`src/rtl/seq_right_shifter32_pkg.sv`:
```
// seq_right_shifter32_pkg
//   Shared constants and types for the ALU32 shifter group.
//   ALU_WIDTH / ALU_SHAMT_W are common with the combinational left shifter,
//   and state_t gives the sequencing states of the multi-cycle right shifter.
package seq_right_shifter32_pkg;

   localparam int ALU_WIDTH   = 32;
   localparam int ALU_SHAMT_W = 5;

   // Code 2'd3 is deliberately unused; the FSM steers it back to S_IDLE.
   typedef enum logic [1:0] {
      S_IDLE  = 2'd0,
      S_SHIFT = 2'd1,
      S_DONE  = 2'd2
   } state_t;

endpackage

```
`src/rtl/seq_right_shifter32_rshift_stage.sv`:
```
// rshift_stage
//   One combinational barrel stage of the right shifter.
//   Ports:
//     acc    - value entering the stage
//     fill   - bit shifted in from the top (0 logical, sign for arithmetic)
//     enable - when low the stage passes acc through untouched
//     idx    - stage index; the shift distance is 2**idx
//     res    - stage result
module rshift_stage
#(
   parameter int WIDTH = 32,
   parameter int IDX_W = 3
)
(
   input  logic [WIDTH-1:0] acc,
   input  logic             fill,
   input  logic             enable,
   input  logic [IDX_W-1:0] idx,
   output logic [WIDTH-1:0] res
);

   logic [WIDTH-1:0] amt;
   logic [WIDTH-1:0] fillMask;

   // The fill mask covers exactly the top 2**idx bit positions vacated by
   // the shift, so OR-ing it in gives sign fill without a double-width vector.
   always_comb begin
      amt      = WIDTH'(1) << idx;
      fillMask = fill ? ~({WIDTH{1'b1}} >> amt) : '0;
      res      = enable ? ((acc >> amt) | fillMask) : acc;
   end

endmodule

```
`src/rtl/seq_right_shifter32.sv`:
```
// seq_right_shifter32
//   Multi-cycle 32-bit logical/arithmetic right shifter. One barrel stage
//   (16, 8, 4, 2, 1) is resolved per clock through a single shared
//   rshift_stage, so every operation takes SHAMT_W cycles regardless of
//   the shift amount.
//   Ports:
//     clk, rst            - clock (rising edge), async active-high reset
//     In1, In2, arith     - value, shift amount (low SHAMT_W bits), sign fill
//     in_valid / in_ready - operand handshake, accepted only in IDLE
//     Out, out_valid      - registered result, held until out_ready
//     out_ready           - consumer accepts Out
//     busy                - operation in progress (SHIFT or DONE)
module seq_right_shifter32
   import seq_right_shifter32_pkg::*;
#(
   parameter int WIDTH   = ALU_WIDTH,
   parameter int SHAMT_W = ALU_SHAMT_W
)
(
   input  logic             clk,
   input  logic             rst,
   input  logic [WIDTH-1:0] In1,
   input  logic [WIDTH-1:0] In2,
   input  logic             arith,
   input  logic             in_valid,
   output logic             in_ready,
   output logic [WIDTH-1:0] Out,
   output logic             out_valid,
   input  logic             out_ready,
   output logic             busy
);

   localparam int CNT_W = $clog2(SHAMT_W);

   state_t             state;
   state_t             nextState;
   logic [CNT_W-1:0]   cnt;
   logic [WIDTH-1:0]   acc;
   logic [SHAMT_W-1:0] sh;
   logic               fill;
   logic [WIDTH-1:0]   stageOut;
   logic               unusedIn2;

   // Only the low SHAMT_W bits of In2 select the shift; the rest are ignored.
   assign unusedIn2 = ^In2[WIDTH-1:SHAMT_W];

   // Single shared stage; cnt picks which power-of-two distance applies now.
   rshift_stage #(
      .WIDTH (WIDTH),
      .IDX_W (CNT_W)
   ) u_stage (
      .acc    (acc),
      .fill   (fill),
      .enable (sh[cnt]),
      .idx    (cnt),
      .res    (stageOut)
   );

   // State register.
   always_ff @(posedge clk or posedge rst) begin
      if (rst) begin
         state <= S_IDLE;
      end else begin
         state <= nextState;
      end
   end

   // Next-state logic; the unused encoding falls into the default and
   // recovers to IDLE.
   always_comb begin
      nextState = S_IDLE;
      case (state)
         S_IDLE:  nextState = in_valid ? S_SHIFT : S_IDLE;
         S_SHIFT: nextState = (cnt == '0) ? S_DONE : S_SHIFT;
         S_DONE:  nextState = out_ready ? S_IDLE : S_DONE;
         default: nextState = S_IDLE;
      endcase
   end

   // Handshake outputs decoded straight from state so in_ready is high
   // during and right after reset.
   always_comb begin
      in_ready = (state == S_IDLE);
      busy     = (state != S_IDLE);
   end

   // Datapath: operands and fill are captured once at accept, so later
   // changes on In1/arith cannot disturb the running operation. Out is
   // loaded on the edge that enters DONE with the final stage result.
   always_ff @(posedge clk or posedge rst) begin
      if (rst) begin
         acc       <= '0;
         sh        <= '0;
         fill      <= 1'b0;
         cnt       <= '0;
         Out       <= '0;
         out_valid <= 1'b0;
      end else begin
         case (state)
            S_IDLE: begin
               if (in_valid) begin
                  acc  <= In1;
                  sh   <= In2[SHAMT_W-1:0];
                  fill <= arith & In1[WIDTH-1];
                  cnt  <= CNT_W'(SHAMT_W - 1);
               end
            end
            S_SHIFT: begin
               acc <= stageOut;
               if (cnt == '0) begin
                  Out       <= stageOut;
                  out_valid <= 1'b1;
               end else begin
                  cnt <= cnt - CNT_W'(1);
               end
            end
            S_DONE: begin
               if (out_ready) begin
                  out_valid <= 1'b0;
               end
            end
            default: begin
               out_valid <= 1'b0;
            end
         endcase
      end
   end

endmodule
```
`config.mk`:
```
export PLATFORM = sky130hd
export DESIGN_NAME = seq_right_shifter32
export DESIGN_NICKNAME = d
export VERILOG_FILES = /design/src/rtl/seq_right_shifter32_pkg.sv /design/src/rtl/seq_right_shifter32_rshift_stage.sv /design/src/rtl/seq_right_shifter32.sv
export SDC_FILE = /design/constraint.sdc
export NUM_CORES = 1
export LEC_CHECK = 0
export CAP_MARGIN = 20
export CORE_ASPECT_RATIO = 1.75
export CORE_MARGIN = 5
export CORE_UTILIZATION = 50
export DETAILED_ROUTE_END_ITERATION = 8
export PLACE_DENSITY = 0.75
export SYNTH_ARGS = -nofsm -noshare
export SYNTH_HDL_FRONTEND = slang
export SYNTH_SLANG_ARGS = --single-unit
```
`constraint.sdc`:
```
create_clock -name clk -period 5.6 [get_ports clk]
set_input_delay 0.56 -clock clk [delete_from_list [all_inputs] [get_ports clk]]
set_output_delay 0.56 -clock clk [all_outputs]
set_load 0.05 [all_outputs]
```
---- Word-level counts from Yosys, hierarchy flattened ----
Cells that the tools add are included.
operators by class
  eq/ne operators ......................... 6
  multiplexer cells ....................... 16
  shift-type cells ........................ 3
  magnitude comparators ................... 1
  add/sub/neg operators ................... 1
  bitwise gates (word level) .............. 4
  reductions and logical operators ........ 9
operators by type and width
  kind                                                                    count
  32-bit 2-to-1 mux                                                       3
  32-bit one-hot mux with 2 select lines                                  1
  32-bit NOT                                                              1
  32-bit OR                                                               1
  1-bit by 3-bit left shift with 32-bit output (first input constant)     1
  32-bit by 32-bit right shift with 32-bit output                         1
  32-bit by 32-bit right shift with 32-bit output (first input constant)  1
  2-bit != test (second input constant)                                   4
  3-bit 2-to-1 mux                                                        2
  2-bit one-hot mux with 3 select lines                                   1
  3-bit one-hot mux with 2 select lines                                   1
  2-bit AND reduction                                                     3
  3-bit AND reduction                                                     2
  3-bit by 4-bit < comparator with 1-bit output (second input constant)   1
  1-bit 2-to-1 mux                                                        4
  2-bit 2-to-1 mux                                                        2
  2-bit nonzero test                                                      2
  1-bit binary-select mux with 3-bit select                               1
  3-bit logical NOT                                                       1
  1-bit one-hot mux with 3 select lines                                   1
  3-bit by 1-bit subtractor with 3-bit output (second input constant)     1
  2-bit by 1-bit == test with 1-bit output (second input constant)        1
  2-bit == test (second input constant)                                   1
  2-bit logical NOT                                                       1
  other kinds (2)                                                         2
word-level totals
  register bits ........................... 76
  word-level logic and storage cells ...... 47

---- Depth between registers and ports, before layout ----
  depth in word-level cells ............... 7
  gate-level depth with buffers ........... 12
  mapped depth without buffers ............ 8

---- Modules after synthesis ----
From an unflattened synthesis, not the netlist that was laid out.
unflattened totals
  cells, all modules ...................... 522
  area, all modules ....................... 4943.5 µm²
by module, submodules not included
  module               sequential area each (µm²)  area an instance (µm²)  instances  cells each
  seq_right_shifter32  1901.8                      3363.2                  1          301
  rshift_stage         0.0                         1580.3                  1          221

---- Least setup slack after synthesis ----
Ideal clock, no wire load.
  path type ............................... register -> register
  from .................................... register state[0]
  to ...................................... register acc[10]
  library setup time ...................... 0.095 ns
  path slack .............................. 3.287 ns
  path buffers ............................ 2
  arrival ................................. 2.218 ns
  stages on the path, launching flop included .. 7
  path through ............................ dfrtp_1 nor2_1 and2_0 clkbuf_1 clkbuf_1 a22oi_1 o31ai_1
on the way
  cells in the longest elaborated chain, start to end .. 3
ends and longest elaborated chain
  what                                                           line                        text
  start: declaration                                             seq_right_shifter32.sv:35   state_t state;
  start signal: assignment                                       seq_right_shifter32.sv:64   state <= nextState;
  2-bit logical NOT (*)                                          n/a
  net in_ready                                                   seq_right_shifter32.sv:26   output logic in_ready,
  2-bit != test (no line) or 2-bit nonzero test (tied branches)  n/a
  2-bit AND reduction (no line)                                  n/a
  end signal: assignment                                         seq_right_shifter32.sv:102  acc <= In1;
  end signal: assignment                                         seq_right_shifter32.sv:109  acc <= stageOut;
  end: declaration                                               seq_right_shifter32.sv:38   logic [WIDTH-1:0] acc;
The timed path passes the listed nets; every way through them passes the cells marked *.
A chain may end at the register's enable or synchronous reset.

---- Final worst setup path ----
  from .................................... register cnt[0]
  to ...................................... register Out[21]
on the way
  cells in the longest elaborated chain, start to end .. 6
ends and longest elaborated chain
  what                                             line                                    text
  start: declaration                               seq_right_shifter32.sv:37               logic [CNT_W-1:0] cnt;
  start signal: assignment                         seq_right_shifter32.sv:105              cnt <= CNT_W'(SHAMT_W - 1);
  start signal: assignment                         seq_right_shifter32.sv:114              cnt <= cnt - CNT_W'(1);
  1-bit by 3-bit left shift with 32-bit output     seq_right_shifter32_rshift_stage.sv:28  amt = WIDTH'(1) << idx;
  32-bit by 32-bit right shift with 32-bit output  seq_right_shifter32_rshift_stage.sv:29  fillMask = fill ? ~({WIDTH{1'b1}} >> amt) : '0;
  32-bit NOT                                       seq_right_shifter32_rshift_stage.sv:29
  32-bit 2-to-1 mux                                seq_right_shifter32_rshift_stage.sv:29
  32-bit OR                                        seq_right_shifter32_rshift_stage.sv:30  res = enable ? ((acc >> amt) | fillMask) : acc;
  32-bit 2-to-1 mux                                seq_right_shifter32_rshift_stage.sv:30
  end signal: assignment                           seq_right_shifter32.sv:111              Out <= stageOut;
  end: declaration                                 seq_right_shifter32.sv:27               output logic [WIDTH-1:0] Out,
Several ways; a longest one is shown, not always the timed one. The select of a mux whose other input is x is not followed.

==> flow_summary.yaml <==
detailed_routing:
  postRouteAntennaNets: 0
  dr.pass1.iters: 6
  viasPerCell: 6.91
  wl_per_cell_um: 25.6
  num_vias: 7272
  wl_um: 26900
  drc: 0
  first_iter_violations: 877
synth:
  seq_area_frac_synth: 0.291
  synth-edff-count: 0
  synth_fp_nets: 928
  synth_area_leaders: "dfrtp_1, nand2_1, a21oi_1"
  syn_avg_cell_area_um2: 7.66
  ys_seq_elements: 76
  synth_top_area_cell: "dfrtp_1"
  syn_inst: 854
  synthArstFlopShare: 1.00
  synth_top_area_frac: 0.291
  ys_types: 76
  yosysWarnings: 0
  yosys_most_used_dff: "dfrtp_1"
  syn_area_um2: 6540
setup_path:
  critPathSlowestCell: "a311oi_1"
  crit_family: "compound AO/OA/AOI/OAI gates"
  crit_top_cell: "a311oi_1"
  cp_max_fo: 31
  critPathLaunchType: "register"
  crit_chain: "inv_1 -> ha_2 -> nor2b_1 -> buf_4 -> a221o_1 -> o211ai_1 -> a311oi_1 -> a311oi_1 -> o21ai_0"
  critical_path_class: "register to register"
  end_kind: "register"
  arrival_ps: 3860
  critPathMaxStageDelay_ps: 560
  required_ps: 5810
  crit_buf_inv: 2
clock_network:
  tritoncts: "yes"
  clkTransAtPathRegs_ps: 60
  hold_buffers: 0
  cts.htree.levels: 3
  insertion_delay_ps: 360
  root_buffer: "clkbuf_16"
  cts-resized-gates: 0
  post_cts_buffers: 0
  cts.sinks: 76
  cts_buffers: 9
  clockBufferDepth: 2
timing:
  rsz0062_at_grt: "false"
  drv_slew: 0
  setup_viol: 0
  period_needed_ps: 3650
  hold_ws_ps: 477
  setup_tns_ps: 0
  period_share: 0.651
  worstMarginPinSlew_ps: 1030
  setup_slack_ps: 1950
  clock_skew_ps: 13.8
  fmax_mhz: 274
  slew_headroom: 0.311
  hold_viol: 0
flow_run:
  cap_violations: 0
cells_and_area:
  drive_above_1_share: 0.0863
  area.growth.synth_to_final_pct: 15.4
  most-common-layout-cells: "nand2_1, a21oi_1, clkdlybuf4s50_1, dfrtp_1, o21ai_0"
  final_common_cell: "nand2_1"
  nets: 950
  antennaDiodeCount: 0
floorplanning:
  dieHeight_um: 161
  rows: 55
  die_area_um2: 15600
  core_area_um2: 12900
  start_util: 0.508
  pin_count: 104
  die_x_um: 96.5
grt:
  overflow: 0
  grt_max_degree: 55
  grt_usage: 0.350
  antenna_found_initial: 0
  grt_pass1_vias: 7023
  grt_pass1_wl_um: 40800
run_status:
  status: "finished, final reports clean"
place:
  hpwl_um: 19300
  gp_congestion: 1.06
  io_buffers: 76
  dp_slack_ps: 2090
hold_path:
  hold_path.class: "register to register"
-- cells in the mapped netlist (4+ instances only) --
cell type	instances
o21bai_1	4
buf_4	7
inv_1	10
nor2b_1	9
o221ai_1	10
a211oi_1	8
a22o_1	11
or3_1	7
nand2_1	126
or3b_2	4
nand4_1	5
o21ai_0	61
buf_2	31
a31oi_1	18
mux2_2	4
a221oi_1	7
ha_1	5
a22oi_1	22
buf_1	4
nor4_1	4
dfrtp_1	76
o31ai_1	15
a21boi_0	9
a221o_1	7
nand3_1	30
clkbuf_1	35
nor2_1	58
mux2i_1	32
a21oi_1	78
or2_2	5
o211ai_1	19
nand2b_1	16
o22ai_1	15
and2_1	4
o21ai_1	12
a21o_1	10
buf_6	7
a32oi_1	7
nor3_1	7
-- path summary, 6_finish.rpt --
path | startpoint | slack, ps | cells after the start | to
worst max-delay path | cnt[0] | 1950 | 9 | Out[21]
worst min-delay path | Out[24] | 480 | 2 | Out[24]
min in group asynchronous | rst | 580 | 2 | Out[29]
worst max register to register | cnt[0] | 1950 | 9 | Out[21]
max in group asynchronous | rst | 4060 | 3 | cnt[2]
worst min register to register | Out[24] | 480 | 2 | Out[24]
-- final cells by class --
cell class | count | area [µm²]
Clock buffer | 9 | 225
Clock inverter | 7 | 57.6
Fill cell | 1261 | 5320
Inverter | 10 | 38.8
Multi-Input combinational cell | 683 | 4180
Sequential cell | 76 | 1900
Tap cell | 171 | 214
Timing Repair Buffer | 96 | 936
-- worst min-delay path: stages (launching register included) --
cell,delay [ps]
dfrtp_1,340
nand2_1,50
o21ai_0,60
-- per-layer routing --
layer  global-route usage  wire length (µm)
met5                    0                 0
met4                0.247              2240
met3               0.0769              2340
met2                0.554             12900
met1                0.409              9500
-- kinds of logic after synthesis --
logic type	share of synthesized area
AO/OA/AOI/OAI	0.366
adder cells (fa/ha/maj)	0.00956
buffers and inverters	0.0727
flip-flops	0.291
multiplexers	0.0593
AND/OR/NAND/NOR	0.202
-- through the flow --
| step | util | std cells | area (µm²) |
|---|---|---|---|
| detailed placement | 0.565 | 1036 | 7270 |
| finish | 0.587 | 1052 | 7550 |
| global route | 0.587 | 1052 | 7550 |
| floorplan | - | 854 | 6540 |
| CTS | 0.587 | 1052 | 7550 |
| global placement | 0.565 | 1036 | 7270 |
-- registers in the layout, summed over array words and instances, names as in the netlist --
name / count
state: 2
out_valid: 1
cnt: 3
sh: 5
Out: 32
acc: 32
fill: 1
Power is not shown: default switching activity piles up to over one toggle a cycle in this logic, so the estimate is an artifact.
